**config.mk**
```make
export PLATFORM = sky130hd
export DESIGN_NAME = itree_channel_scheduler
export DESIGN_NICKNAME = d
export VERILOG_FILES = /design/src/rtl/itree_channel_scheduler.sv
export SDC_FILE = /design/constraint.sdc
export NUM_CORES = 1
export LEC_CHECK = 0
export ABC_AREA = 1
export ABC_CLOCK_PERIOD_IN_PS = 3200
export BUFFER_PORTS_ARGS = -buffer_cell sky130_fd_sc_hd__buf_2
export CAP_MARGIN = 25
export CORE_ASPECT_RATIO = 0.75
export CORE_MARGIN = 2
export CORE_UTILIZATION = 40
export CTS_BUF_LIST = sky130_fd_sc_hd__clkbuf_8
export DETAILED_ROUTE_END_ITERATION = 7
export PLACE_DENSITY = 0.74
export SLEW_MARGIN = 20
export SYNTH_ARGS = -nofsm -noshare
export SYNTH_HDL_FRONTEND = slang
export SYNTH_SLANG_ARGS = --single-unit
```
**constraint.sdc**
```tcl
create_clock -name clk -period 3.2 [get_ports clk]
set_input_delay 0.8 -clock clk [delete_from_list [all_inputs] [get_ports clk]]
set_output_delay 0.8 -clock clk [all_outputs]
set_load 0.02 [all_outputs]
```
**src/rtl/itree_channel_scheduler.sv**
```systemverilog
// Round-robin scheduler time-sharing one isolation-tree anomaly detector across
// NUM_CH sensor byte FIFOs, with a tree flush before each burst and per-channel anomaly flags.
module itree_channel_scheduler #(
  parameter int NUM_CH    = 4,
  parameter int BURST_LEN = 32,
  parameter int STALL_MAX = 16,
  parameter int DRAIN_CYC = 2
) (
  input  logic                      clk,
  input  logic                      reset,
  input  logic [8*NUM_CH-1:0]       ch_data,
  input  logic [NUM_CH-1:0]         ch_valid,
  output logic [NUM_CH-1:0]         ch_pop,
  output logic [7:0]                tree_data,
  output logic                      tree_valid,
  output logic                      tree_rst_n,
  input  logic                      tree_anomaly,
  output logic [NUM_CH-1:0]         anomaly_flags,
  input  logic [NUM_CH-1:0]         anomaly_clear,
  output logic [$clog2(NUM_CH)-1:0] grant_ch,
  output logic                      busy,
  output logic                      burst_done
);

  localparam int CH_W = $clog2(NUM_CH);
  localparam int BC_W = $clog2(BURST_LEN + 1);
  localparam int SC_W = $clog2(STALL_MAX + 1);
  localparam int DC_W = $clog2(DRAIN_CYC + 1);

  typedef enum logic [1:0] {IDLE, FLUSH, STREAM, DRAIN} state_t;

  state_t            state, next_state;
  logic [CH_W-1:0]   last_grant, pick;
  logic [BC_W-1:0]   byte_cnt;
  logic [SC_W-1:0]   stall_cnt;
  logic [DC_W-1:0]   drain_cnt;
  logic [7:0]        sel_data;
  logic              sel_valid, pop, drain_last;
  logic [NUM_CH-1:0] attr_mask;

  // Scan from the farthest candidate down so the nearest valid one after last_grant wins.
  always_comb begin
    pick = '0;
    for (int unsigned k = NUM_CH; k >= 1; k--) begin
      if (ch_valid[CH_W'((32'(last_grant) + k) % NUM_CH)])
        pick = CH_W'((32'(last_grant) + k) % NUM_CH);
    end
  end

  always_comb begin
    sel_data  = '0;
    sel_valid = 1'b0;
    for (int unsigned i = 0; i < NUM_CH; i++) begin
      if (grant_ch == CH_W'(i)) begin
        sel_data  = ch_data[8*i +: 8];
        sel_valid = ch_valid[i];
      end
    end
  end

  assign pop        = (state == STREAM) && sel_valid;
  assign drain_last = (drain_cnt == DC_W'(DRAIN_CYC - 1));

  always_ff @(posedge clk) begin
    if (!reset) state <= IDLE;
    else        state <= next_state;
  end

  always_comb begin
    next_state = state;
    unique case (state)
      IDLE:    if (|ch_valid) next_state = FLUSH;
      FLUSH:   next_state = STREAM;
      STREAM:  if (pop ? (byte_cnt == BC_W'(BURST_LEN - 1))
                       : (stall_cnt == SC_W'(STALL_MAX - 1))) next_state = DRAIN;
      DRAIN:   if (drain_last) next_state = IDLE;
      default: next_state = IDLE;
    endcase
  end

  always_comb begin
    ch_pop = '0;
    if (pop) ch_pop[grant_ch] = 1'b1;
    busy       = (state != IDLE);
    burst_done = (state == DRAIN) && drain_last;
  end

  always_ff @(posedge clk) begin
    if (!reset) begin
      last_grant <= CH_W'(NUM_CH - 1);
      grant_ch   <= '0;
      byte_cnt   <= '0;
      stall_cnt  <= '0;
      drain_cnt  <= '0;
      tree_data  <= '0;
      tree_valid <= 1'b0;
      tree_rst_n <= 1'b0;
    end else begin
      tree_rst_n <= (next_state != FLUSH);
      tree_valid <= pop;
      if (pop) tree_data <= sel_data;
      if (state == IDLE && |ch_valid) grant_ch <= pick;
      if (burst_done) last_grant <= grant_ch;
      drain_cnt <= (state == DRAIN) ? drain_cnt + 1'b1 : '0;
      case (state)
        FLUSH: begin
          byte_cnt  <= '0;
          stall_cnt <= '0;
        end
        STREAM: begin
          if (pop) begin
            byte_cnt  <= byte_cnt + 1'b1;
            stall_cnt <= '0;
          end else begin
            stall_cnt <= stall_cnt + 1'b1;
          end
        end
        default: ;
      endcase
    end
  end

  always_comb begin
    attr_mask = '0;
    if (tree_anomaly && (state == STREAM || state == DRAIN)) attr_mask[grant_ch] = 1'b1;
  end

  // A new attribution beats a simultaneous write-1-to-clear.
  always_ff @(posedge clk) begin
    if (!reset) anomaly_flags <= '0;
    else        anomaly_flags <= (anomaly_flags & ~anomaly_clear) | attr_mask;
  end

endmodule

```
# Word level (Yosys, flattened, before mapping)
# Index checks and enable logic that the tools add are counted.
[classes] order_cmp=6 n_reduce_logical=13 eq_ne=11 n_addsub=7 shift=0 n_div=0 muxes=33 n_mul=0 bitwise=3
[op_table] cell="8-bit 2-to-1 mux" count=4
[op_table] cell="2-bit by 3-bit less-than comparator with 1-bit output, second input constant" count=5
[op_table] cell="2-bit 2-to-1 mux" count=7
[op_table] cell="6-bit case mux with 2 select lines" count=1
[op_table] cell="1-bit 2-to-1 mux" count=10
[op_table] cell="5-bit case mux with 2 select lines" count=1
[op_table] cell="1-bit binary-select mux with 2-bit select" count=4
[op_table] cell="2-bit equality test, second input constant" count=4
[op_table] cell="4-bit 2-to-1 mux" count=2
[op_table] cell="2-bit case mux with 4 select lines" count=1
[op_table] cell="2-bit by 1-bit adder with 2-bit output, second input constant" count=3
[op_table] cell="6-bit by 1-bit adder with 6-bit output, second input constant" count=1
[op_table] cell="2-bit by 1-bit equality test with 1-bit output, second input constant" count=3
[op_table] cell="6-bit by 5-bit equality test with 1-bit output, second input constant" count=1
[op_table] cell="6-bit 2-to-1 mux" count=1
[op_table] cell="5-bit by 1-bit adder with 5-bit output, second input constant" count=1
[op_table] cell="5-bit by 4-bit equality test with 1-bit output, second input constant" count=1
[op_table] cell="1-bit logical AND" count=5
[op_table] cell="5-bit 2-to-1 mux" count=1
[op_table] cell="2-bit adder, second input constant" count=2
[op_table] cell="4-bit AND" count=1
[op_table] cell="2-bit logical NOT" count=2
[op_table] cell="4-bit NOT" count=1
[op_table] cell="4-bit bitwise OR" count=1
[op_table] cell="other kinds (8)" count=10
[word_totals] mem_count=0 elab_cells=83 latchBits=0 mem_bits_rw=0 ff_bits=33 input_bits=43 out_inout_bits=22 mem_bits_ro=0

# Longest topological paths before layout
# Gate-level depths: netlist (run 1).
[depth] word_depth=10 depth_mapped=13 ltp_nobuf=12

# Worst setup path after synthesis (run 1)
# OpenSTA, ideal clock, no wires.
[synth_path] path_kind="input -> output" from="in ch_valid[0]" to="out ch_pop[0]" setup_slack_ps=546 arrival_time_ps=1854 n_path_buf=1 t_required_ps=2400 cell_stages=7 cell_sequence="inv_1 -> nand2_2 -> nand3_2 -> nand2_2 -> nand3_4 -> buf_4 -> nor3_1"
[synth_via] elab_chain_len=6
[synth_rtl] item="from (decl)" line_no="12" source="input logic [NUM_CH-1:0] ch_valid,"
[synth_rtl] item="1-bit 2-to-1 mux (4 in a row)" line_no="54" source="if (grant_ch == CH_W'(i)) begin"
[synth_rtl] item="1-bit logical AND" line_no="61" source="assign pop = (state == STREAM) && sel_valid;"
[synth_rtl] item="4-bit 2-to-1 mux" line_no="83" source="if (pop) ch_pop[grant_ch] = 1'b1;"
[synth_rtl] item="to (decl)" line_no="13" source="output logic [NUM_CH-1:0] ch_pop,"
# No other way between the ends.

# Final worst setup path (run 1)
[layout_path] from="reg grant_ch[1]" to="out ch_pop[2]"
[layout_via] elab_chain_len=7 elab_cells_between_ends=15 cone_classes="order compare: 2; eq/ne: 3; mux: 7; reduce/logical: 3"
[layout_rtl] item="from (decl)" line_no="20" source="output logic [$clog2(NUM_CH)-1:0] grant_ch,"
[layout_rtl] item="from (signal assigned)" line_no="102" source="if (state == IDLE && |ch_valid) grant_ch <= pick;"
[layout_rtl] item="branches (longest 6 deep; another with 2-bit by 3-bit less-than comparator with 1-bit output)"
[layout_rtl] item="4-bit 2-to-1 mux *" line_no="83"
# Mark *: on every way between the ends.

==> results.md, run 1 <==
* Register area share after synthesis at 34.2%
* Sum of net half-perimeters after detailed placement at 3720 um
* Dominant combinational cell family by area after synthesis: simple AND/OR/NAND/NOR gates
* Share of synthesized flip-flops with an asynchronous set or reset at 0%
* Number of different library cells in the post-synthesis netlist at 38
* Core Box Area at 0.00455 mm2
* WL per Instance at 12.3 um
* TritonCTS clock tree: built
* Share of the synthesized area in compound gates (AO/OA/AOI/OAI) at 20.5%
* Share of the cycle needed by the critical path after routing at 86.7%
* Final sum of negative setup slack at 0 ps
* Final Non-Filler Cells at 387
* Area added between synthesis and finish at 22.3%
* Worst endpoint required time at 2400 ps
* H-tree levels at 2
* Final setup violation count at 0
* Critical Path AT at 1970 ps
* DRC at 0
* Port Buffers at 64
* Post-route ant nets at 0
* Final max-slew violation count at 0
* Count of instances resized after the clock tree is built at 0
* Worst min-delay path class: reg2reg
* Area fraction in and, or, nand and nor cells after synthesis at 27.4%
* VDD IR-drop max at 0.215 mV
* Share of cell area taken by muxes after synthesis at 0%
* Xor-xnor portion of the synthesized cell area at 0.906%
* GP Congestion at 0.841
* Count of nets after finishing at 381
* Post-synthesis share of cell area spent on full adders, half adders and majority gates at 5.83%
* Worst-case clock skew at 9.48 ps
* Mean area per synthesized cell at 7.27 um2
* Root buffer cell: clkbuf_8
* Synthesized netlist net count at 318
* Total of max-cap violations at 0
* Count of buffers added by post-CTS timing repair for setup at 0
* Overall routed net length at 4740 um
* GRT Util Overall at 18.9%
* Die width at 84.3 um
* Area after DPL at 0.00227 mm2
* Number of enable-type register cells in the synthesized netlist at 0
* Number of sinks driven by the clock tree at 33
* Number of buffers inserted by hold repair at cts at 0
* GR Overflow Total at 0
* DR pass1 iterations at 4
* Starting Density at 42.5%
* Critical Path Sink Type: output pin
* Slack of the worst reg-to-reg path at 1370 ps
* Clock Latency Late Sink at 280 ps
* Die footprint at 0.00541 mm2
* Clock period minus final worst setup slack at 2770 ps
* Count of boundary I/O pins at 65
* Synth warn at 0
* Number of violations reported at the end of detailed-routing iteration 0 at 78
* Number of global-route vias before repair at 1932
* Vias per cell at 5.07
* Max Clock Freq at 0.360 GHz
* Number of hold-slack violations in the final timing report at 0
* Final core utilization at 52.0%
* Netlist area before placement at 0.00193 mm2
* Run status: finished clean
* Pwr/cell area at 404 mW/mm2
* Crit path launch type: flop
* Initial antenna violation count at 0
* Clk pin slew, worst setup/hold paths at 70 ps
* RSZ-0062 raised after global routing: false
* Non-Filler Cell Area, Final at 0.00236 mm2
* Flops & latches, synth at 33
* Smallest setup slack after layout at 426 ps
* Placed insts at 379
* Reported leakage power at 1.19 nW
* Cell row count at 21
* Number of vias in the routed layout at 1963
* Transition at the pin with the smallest max-transition slack at 558 ps
* Category of the most critical setup path: reg2out
* Share of layout cells above drive strength 1 at 27.6%
* Maximum fanout encountered on the critical timing path at 17
* First-pass GRT wire length at 8360 um
* Number of instances in the synthesized netlist at 266
* Top_reg_cell synth: dfxtp_1
* Floorplan die height at 64.2 um
* Setup WS pre-CTS at 507 ps
* Worst slew margin at 62.8%
* Largest net degree at the start of global routing at 19
* Number of clock buffers inserted by TritonCTS at 5
* Count of antenna diodes in the layout at 0
* Number of buffers between clock root and the deepest sink at 2
* Number of filler cells placed in the layout at 449
==> cell usage after synthesis, drive strengths merged, types with 3 or more instances <==
master	instances	area share (%)
a22o	8	3.6
inv	40	7.8
nor2	18	5.0
a221oi	4	1.8
nand2	66	14
ha	9	5.8
nand4	3	0.97
a21boi	4	1.6
nand3	16	5.3
o211ai	3	1.2
a21oi	19	4.9
nor3	5	1.6
clkbuf	3	0.58
buf	6	2.8
dfxtp	33	34
o21ai	18	4.7
==> cell type report <==
class / instances / area (um2) / share of cell area, %
Sequential cell: 33 / 661 / 28.0
Multi-Input combinational cell: 184 / 1060 / 44.7
Inverter: 40 / 150 / 6.35
Clock buffer: 6 / 82.6 / 3.49
Timing Repair Buffer: 65 / 328 / 13.9
Tap cell: 57 / 71.3 / 3.02
Clock inverter: 2 / 13.8 / 0.582
==> stage by stage <==
stage | hold WS [ps] | total power [mW]
6_report | 433 | 0.955
5_1_grt | 482 | 1.01
4_1_cts | 435 | 0.964
3_5_place_dp | 426 | 0.635
3_3_place_gp | 406 | 0.632
2_1_floorplan | 398 | 0.577
==> power breakdown <==
| group | leakage, nW | switching, mW | internal [mW] | total, mW |
|---|---|---|---|---|
| logic | 0.871 | 0.111 | 0.0776 | 0.188 |
| registers | 0.267 | 0.0159 | 0.421 | 0.437 |
| clock network | 0.0512 | 0.156 | 0.174 | 0.330 |
| total | 1.19 | 0.282 | 0.673 | 0.955 |
==> worst paths after layout <==
kind | from | endpoint | cells after the start
worst max register to register | grant_ch[1]$_SDFFE_PN0P_ | byte_cnt[3]$_SDFFE_PN0P_ | 9
worst min-delay path | drain_cnt[0]$_SDFF_PN0_ | drain_cnt[0]$_SDFF_PN0_ | 1
worst min register to register | drain_cnt[0]$_SDFF_PN0_ | drain_cnt[0]$_SDFF_PN0_ | 1
worst max-delay path | grant_ch[1]$_SDFFE_PN0P_ | ch_pop[2] | 9
==> registers in the layout, summed over array words and instances (netlist names) <==
| signal | flops |
|---|---|
| anomaly_flags | 4 |
| tree_data | 8 |
| stall_cnt | 5 |
| state | 2 |
| grant_ch | 2 |
| tree_rst_n | 1 |
| byte_cnt | 6 |
| drain_cnt | 2 |
| last_grant | 2 |
| tree_valid | 1 |
==> per-layer routing <==
layer	GRT usage, %	up-vias	part of all wire, %
met5	0	-	0
met4	7.66	0	2.0
met3	5.68	12	8.4
met2	30.3	83	44
met1	23.8	862	46
li1	-	1006	-
==> critical path, cell delays in order (launching register included) <==
cell and delay, ps:
dfxtp_1 630, nor2_8 120, nand2_2 80, nand3_2 70
nand2_2 90, nand3_4 230, inv_2 190, nand2_1 70
inv_1 60, buf_2 150
==> kinds of logic after synthesis <==
| kind of cell | after synthesis |
|---|---|
| AOI/OAI and AO/OA | 63 |
| xor gates and xnor gates | 2 |
| adders and majority gates | 9 |
| buffers and inverters | 49 |
| DFF | 33 |
| and+or+nand+nor | 110 |
==> placed cells by master, fill, tap and decap left out, drive strengths merged <==
master and count:
buf 65, xnor2 1, and3 1, o21ai 18, inv 40, clkinv 2
a32oi 1, o211ai 3, a311oi 1, a21oi 19, nand3 16, a2bb2oi 1
nand2 66, dfxtp 33, or2 1, xor2 1, nand4 3, a211oi 1
a21boi 4, ha 9, nor2 18, a221oi 4, nor3 5, a22o 8
clkbuf 6, o21a 1, a31oi 2
Power figures use the tool's default switching activity.
==> inputs of run 2 (changes only) <==
--- a/config.mk
+++ b/config.mk
@@ -14,7 +14,7 @@
 export CORE_UTILIZATION = 40
 export CTS_BUF_LIST = sky130_fd_sc_hd__clkbuf_8
 export DETAILED_ROUTE_END_ITERATION = 7
-export PLACE_DENSITY = 0.74
+export PLACE_DENSITY = 0.65
 export SLEW_MARGIN = 20
 export SYNTH_ARGS = -nofsm -noshare
 export SYNTH_HDL_FRONTEND = slang
==> results.md, run 2 (synthesized netlist as in run 1, its figures left out) <==
* Number of violations reported at the end of detailed-routing iteration 0 at 63 (-19%)
* Transition at the pin with the smallest max-transition slack at 555 ps (-3.16 ps)
* Top library cells by usage in the layout, fill and taps aside: buf_2 (64), nand2_1 (61), inv_1 (36), dfxtp_1 (33), a21oi_1 (19)
* Largest net degree at the start of global routing at 19 (unchanged)
* Maximum fanout encountered on the critical timing path at 17 (unchanged)
* Sum of net half-perimeters after detailed placement at 3560 um (-4.3%)
* Setup WS pre-CTS at 507 ps (-0.539 ps)
* GP Congestion at 0.832 (-1.1%)
* Die width at 84.3 um (unchanged)
* VDD IR-drop max at 0.196 mV (-8.7%)
* Area added between synthesis and finish at 21.7%
* Final sum of negative setup slack at 0 ps (unchanged)
* Critical Path AT at 1980 ps (about the same)
* Floorplan die height at 64.2 um (unchanged)
* Crit-path most repeated cell: nand2_2
* Post-route ant nets at 0 (unchanged)
* RSZ-0062 raised after global routing: false
* Registers with the most flip-flops: tree_data (8), byte_cnt (6), stall_cnt (5)
* Number of clock buffers inserted by TritonCTS at 5 (unchanged)
* Worst-case reg-to-reg path depth at 9 (unchanged)
* Cell row count at 21 (unchanged)
* H-tree levels at 2 (unchanged)
* Count of nets after finishing at 381 (unchanged)
* Starting Density at 42.5% (unchanged)
* Die footprint at 0.00541 mm2 (unchanged)
* Final setup violation count at 0 (unchanged)
* Count of instances resized after the clock tree is built at 0 (unchanged)
* DRC at 0 (unchanged)
* Category of the most critical setup path: reg2out
* Number of global-route vias before repair at 1846 (-4.5%)
* Slowest cell on the critical path: dfxtp_1
* Clock Latency Late Sink at 280 ps (about the same)
* Final max-slew violation count at 0 (unchanged)
* Hold Path End: drain_cnt[0]$_SDFF_PN0_
* Most frequent standard cell in the layout excluding fill and tap cells: buf_2
* Slack of the worst reg-to-reg path at 1380 ps (about the same)
* Critical R2R Capture: byte_cnt[3]$_SDFFE_PN0P_
* Reported leakage power at 1.18 nW (-0.61%)
* TritonCTS clock tree: built
* Number of buffers and inverters on the critical path at 3 (unchanged)
* Final core utilization at 51.8% (-0.22 points)
* Worst-case clock skew at 3.16 ps (-6.31 ps)
* Run status: finished clean
* CP max stage delay at 620 ps (about the same)
* Number of buffers inserted by hold repair at cts at 0 (unchanged)
* Number of buffers between clock root and the deepest sink at 2 (unchanged)
* Share of layout cells above drive strength 1 at 27.6% (unchanged)
* WL per Instance at 12.2 um (-0.46%)
* Cell class contributing the biggest share of worst-path delay: simple AND/OR/NAND/NOR gates
* Core Box Area at 0.00455 mm2 (unchanged)
* Share of the cycle needed by the critical path after routing at 86.8% (+0.12 points)
* Pwr/cell area at 396 mW/mm2 (-2.0%)
* Smallest setup slack after layout at 422 ps (-3.95 ps)
* Root buffer cell: clkbuf_8
* Worst slew margin at 63.0% (+0.21 points)
* Number of sinks driven by the clock tree at 33 (unchanged)
* Number of hold-slack violations in the final timing report at 0 (unchanged)
* Max Clock Freq at 0.360 GHz (-0.14%)
* Register ranked first by flip-flop count: tree_data
* Hold path startpoint: drain_cnt[0]$_SDFF_PN0_
* GR Overflow Total at 0 (unchanged)
* Final Hold Slack at 423 ps (-9.31 ps)
* Clk pin slew, worst setup/hold paths at 70 ps (about the same)
* Worst reg2reg path startpoint: grant_ch[1]$_SDFFE_PN0P_
* Hold-critical path depth at 1 (unchanged)
* Total of max-cap violations at 0 (unchanged)
* Worst min-delay path class: reg2reg
* Count of antenna diodes in the layout at 0 (unchanged)
* Worst endpoint required time at 2400 ps (about the same)
* Vias per cell at 5.06 (-0.15%)
* Critical Path Sink Type: output pin
* Clock period minus final worst setup slack at 2780 ps (+3.95 ps)
* DR pass1 iterations at 5 (+1)
* Largest register FFs at 8 (unchanged)
* GRT Util Overall at 18.5% (-0.39 points)
* First-pass GRT wire length at 8010 um (-4.1%)
* Critical Path, Cell by Cell: nor2_8, nand2_2, nand3_2, nand2_2, nand3_4, inv_2, nand2_1, inv_1, buf_2
* Number of vias in the routed layout at 1960 (-0.15%)
* Count of buffers added by post-CTS timing repair for setup at 0 (unchanged)
* Initial antenna violation count at 0 (unchanged)
* Overall routed net length at 4720 um (-0.46%)
* Port Buffers at 64 (unchanged)
* Crit path launch type: flop
* Count of boundary I/O pins at 65 (unchanged)
run 2: worst max-delay path by stage:
stage	startpoint	endpoint	slack, ps	cells past startpoint
2_1_floorplan	ch_valid[0]	ch_pop[0]	550	7
3_3_place_gp	ch_valid[1]	ch_pop[2]	550	10
3_5_place_dp	ch_valid[0]	ch_pop[2]	510	10
4_1_cts	grant_ch[1]$_SDFFE_PN0P_	ch_pop[2]	400	9
5_1_grt	grant_ch[1]$_SDFFE_PN0P_	ch_pop[3]	260	9
6_report	grant_ch[1]$_SDFFE_PN0P_	ch_pop[2]	420	9
run 2: through the flow:
stage | power [mW] | instances | cell area [um2]
5_1_grt | 0.989 | 387 | 2350
2_1_floorplan | 0.577 | 266 | 1930
6_report | 0.932 | 387 | 2350
3_3_place_gp | 0.633 | 379 | 2270
3_5_place_dp | 0.634 | 379 | 2270
4_1_cts | 0.943 | 387 | 2350
run 2: metal layers:
layer	track usage [%]	share of wire (%)
met2	29.9	41
met3	5.81	9.2
met4	6.25	1.4
met5	0	0
met1	23.5	48
run 2: cell type report:
cell class | instances | area, um2
fillers | 462 | 2190
well taps | 57 | 71.3
clock inverters | 3 | 17.5
multi-input cells | 184 | 1060
inverters | 40 | 150
repair buffers | 65 | 328
clock buffers | 5 | 68.8
flip-flops and latches | 33 | 661
run 2: report_power, final:
part	switching [mW]	total [mW]	internal [mW]
clock	0.158	0.308	0.150
combinational	0.109	0.187	0.0777
sequential	0.0156	0.437	0.421
total	0.283	0.932	0.649
==> inputs of run 3 (changes only) <==
--- a/config.mk
+++ b/config.mk
@@ -9,7 +9,6 @@
 export ABC_CLOCK_PERIOD_IN_PS = 3200
 export BUFFER_PORTS_ARGS = -buffer_cell sky130_fd_sc_hd__buf_2
 export CAP_MARGIN = 25
-export CORE_ASPECT_RATIO = 0.75
 export CORE_MARGIN = 2
 export CORE_UTILIZATION = 40
 export CTS_BUF_LIST = sky130_fd_sc_hd__clkbuf_8
==> results.md, run 3 (synthesized netlist as in run 1, its figures left out) <==
* Hold-critical path depth at 1 (unchanged)
* Number of buffers inserted by hold repair at cts at 0 (unchanged)
* Vias per cell at 4.90 (-3.2%)
* Final sum of negative setup slack at 0 ps (unchanged)
* H-tree levels at 2 (unchanged)
* Number of hold-slack violations in the final timing report at 0 (unchanged)
* Worst reg2reg path startpoint: grant_ch[0]$_SDFFE_PN0P_
* Worst endpoint required time at 2400 ps (about the same)
* Clock period minus final worst setup slack at 2610 ps (-169 ps)
* Final Hold Slack at 423 ps (+0.108 ps)
* Core Box Area at 0.00469 mm2 (+3.2%)
* DRC at 0 (unchanged)
* Worst-case clock skew at 2.94 ps (-0.227 ps)
* Root buffer cell: clkbuf_8
* Critical Path AT at 1810 ps (-170 ps)
* Count of buffers added by post-CTS timing repair for setup at 0 (unchanged)
* GR Overflow Total at 0 (unchanged)
* Top library cells by usage in the layout, fill and taps aside: buf_2 (64), nand2_1 (61), inv_1 (36), dfxtp_1 (33), a21oi_1 (19)
* GRT Util Overall at 17.6% (-0.96 points)
* Run status: finished clean
* Worst min-delay path class: reg2reg
* Register ranked first by flip-flop count: tree_data
* Number of vias in the routed layout at 1888 (-3.7%)
* Area after DPL at 0.00227 mm2 (+0.17%)
* Switch share at 31.0% (+0.61 points)
* Most frequent standard cell in the layout excluding fill and tap cells: buf_2
* Clock group share of total power at 34.0% (+0.9 points)
* Design Power at 0.945 mW (+1.4%)
* Number of buffers between clock root and the deepest sink at 2 (unchanged)
* Number of global-route vias before repair at 1689 (-8.5%)
* Critical Path, Cell by Cell: inv_2, nand3_2, nand3_2, nand2_2, nand3_4, inv_2, nand2_1, inv_1, buf_2
* Cell row count at 25 (+19%)
* Post-route ant nets at 0 (unchanged)
* Critical R2R Capture: tree_rst_n$_SDFF_PN0_
* Clk pin slew, worst setup/hold paths at 70 ps (about the same)
* Die width at 73.5 um (-13%)
* Final setup violation count at 0 (unchanged)
* Number of violations reported at the end of detailed-routing iteration 0 at 56 (-11%)
* Placed insts at 377 (-0.53%)
* WL per Instance at 11.7 um (-3.8%)
* Worst-case reg-to-reg path depth at 12 (+3)
* Net Sw Power at 0.293 mW (+3.4%)
* Count of antenna diodes in the layout at 0 (unchanged)
* Met3 Track Usage GR at 4.66% (-1.2 points)
* Pint at 0.652 mW (+0.47%)
* Slack of the worst reg-to-reg path at 1340 ps (-40 ps)
* Reported leakage power at 1.18 nW (-0.28%)
* RSZ-0062 raised after global routing: false
* Category of the most critical setup path: reg2out
* Sum of net half-perimeters after detailed placement at 3470 um (-2.4%)
* Crit path launch type: flop
* Floorplan die height at 73.5 um (+15%)
* Pwr/cell area at 400 mW/mm2 (+0.98%)
* Smallest setup slack after layout at 591 ps (+169 ps)
* Sequential share of power at 46.2% (-0.7 points)
* Part of the total power dissipated in combinational logic at 19.9% (-0.2 points)
* Met1 track demand over resource in global routing at 21.4% (-2.1 points)
* Final max-slew violation count at 0 (unchanged)
* Slowest cell on the critical path: dfxtp_1
* Number of sinks driven by the clock tree at 33 (unchanged)
* GP Congestion at 0.872 (+4.8%)
* Non-Filler Cell Area, Final at 0.00236 mm2 (+0.37%)
* Die footprint at 0.00541 mm2 (about the same)
* Number of clock buffers inserted by TritonCTS at 5 (unchanged)
* CP max stage delay at 610 ps (about the same)
* VDD IR-drop max at 0.197 mV (+0.52%)
* Hold path startpoint: drain_cnt[0]$_SDFF_PN0_
* Maximum fanout encountered on the critical timing path at 8 (-9)
* TritonCTS clock tree: built
* Initial antenna violation count at 0 (unchanged)
* Final core utilization at 50.3% (-1.4 points)
* Cell class contributing the biggest share of worst-path delay: flip-flops
* DR pass1 iterations at 5 (unchanged)
* Count of nets after finishing at 382 (+0.26%)
* Clock Latency Late Sink at 290 ps (about the same)
* Count of instances resized after the clock tree is built at 0 (unchanged)
* Final Non-Filler Cells at 385 (-0.52%)
* Number of buffers and inverters on the critical path at 4 (+1)
* Setup WS pre-CTS at 675 ps (+169 ps)
* First-pass GRT wire length at 7390 um (-7.8%)
* Registers with the most flip-flops: tree_data (8), byte_cnt (6), stall_cnt (5)
* Transition at the pin with the smallest max-transition slack at 537 ps (-18.3 ps)
* Share of the cycle needed by the critical path after routing at 81.5% (-5.3 points)
* Max Clock Freq at 0.383 GHz (+6.5%)
* Hold Path End: drain_cnt[0]$_SDFF_PN0_
* Share of layout cells above drive strength 1 at 27.8% (+0.22 points)
* Overall routed net length at 4520 um (-4.3%)
* Largest register FFs at 8 (unchanged)
* Port Buffers at 64 (unchanged)
* Total of max-cap violations at 0 (unchanged)
* Critical Path Sink Type: output pin
* Count of boundary I/O pins at 65 (unchanged)
* Worst slew margin at 64.2% (+1.2 points)
* Largest net degree at the start of global routing at 19 (unchanged)
* Busiest layer in global routing: met2
* Starting Density at 41.2% (-1.3 points)
* Area added between synthesis and finish at 22.2%
* Met2 usage in global routing at 29.8% (-0.099 points)
==> run 3: cell count changes in the layout (fill, tap and decap cells not counted), sizes merged <==
cell and delta:
clkinv -2, clkinvlp +2, buf +1
==> run 3: how the worst max path moves through the flow <==
stage,startpoint,endpoint,slack [ps],cells after the start
final,grant_ch[0]$_SDFFE_PN0P_,ch_pop[2],590,9
after global routing,grant_ch[1]$_SDFFE_PN0P_,ch_pop[2],450,9
after CTS,grant_ch[0]$_SDFFE_PN0P_,ch_pop[2],560,9
after detailed placement,ch_valid[1],ch_pop[2],680,10
after global placement,ch_valid[1],ch_pop[2],720,10
after floorplan,ch_valid[0],ch_pop[0],550,7
==> run 3: final cells by class <==
type / count / area [um2]
clock buffers: 5 / 68.8
inverters: 40 / 150
flip-flops and latches: 33 / 661
multi-input cells: 184 / 1060
clock inverters: 3 / 22.5
repair buffers: 66 / 335
well taps: 54 / 67.6
fillers: 475 / 2330
==> run 3: layer usage <==
metal  up-vias  share of wire (%)
met1       816                 45
met5         -                  0
met2        58                 47
met4         0                1.5
li1       1008                  -
met3         6                6.7
==> run 3: power groups by stage <==
stage                     clock (mW)  combinational [mW]  sequential [mW]
after CTS                      0.329               0.189            0.436
after detailed placement           0               0.188            0.446
final                          0.321               0.188            0.436
after global placement             0               0.187            0.446
after global routing           0.343               0.210            0.438
after floorplan                    0               0.131            0.446
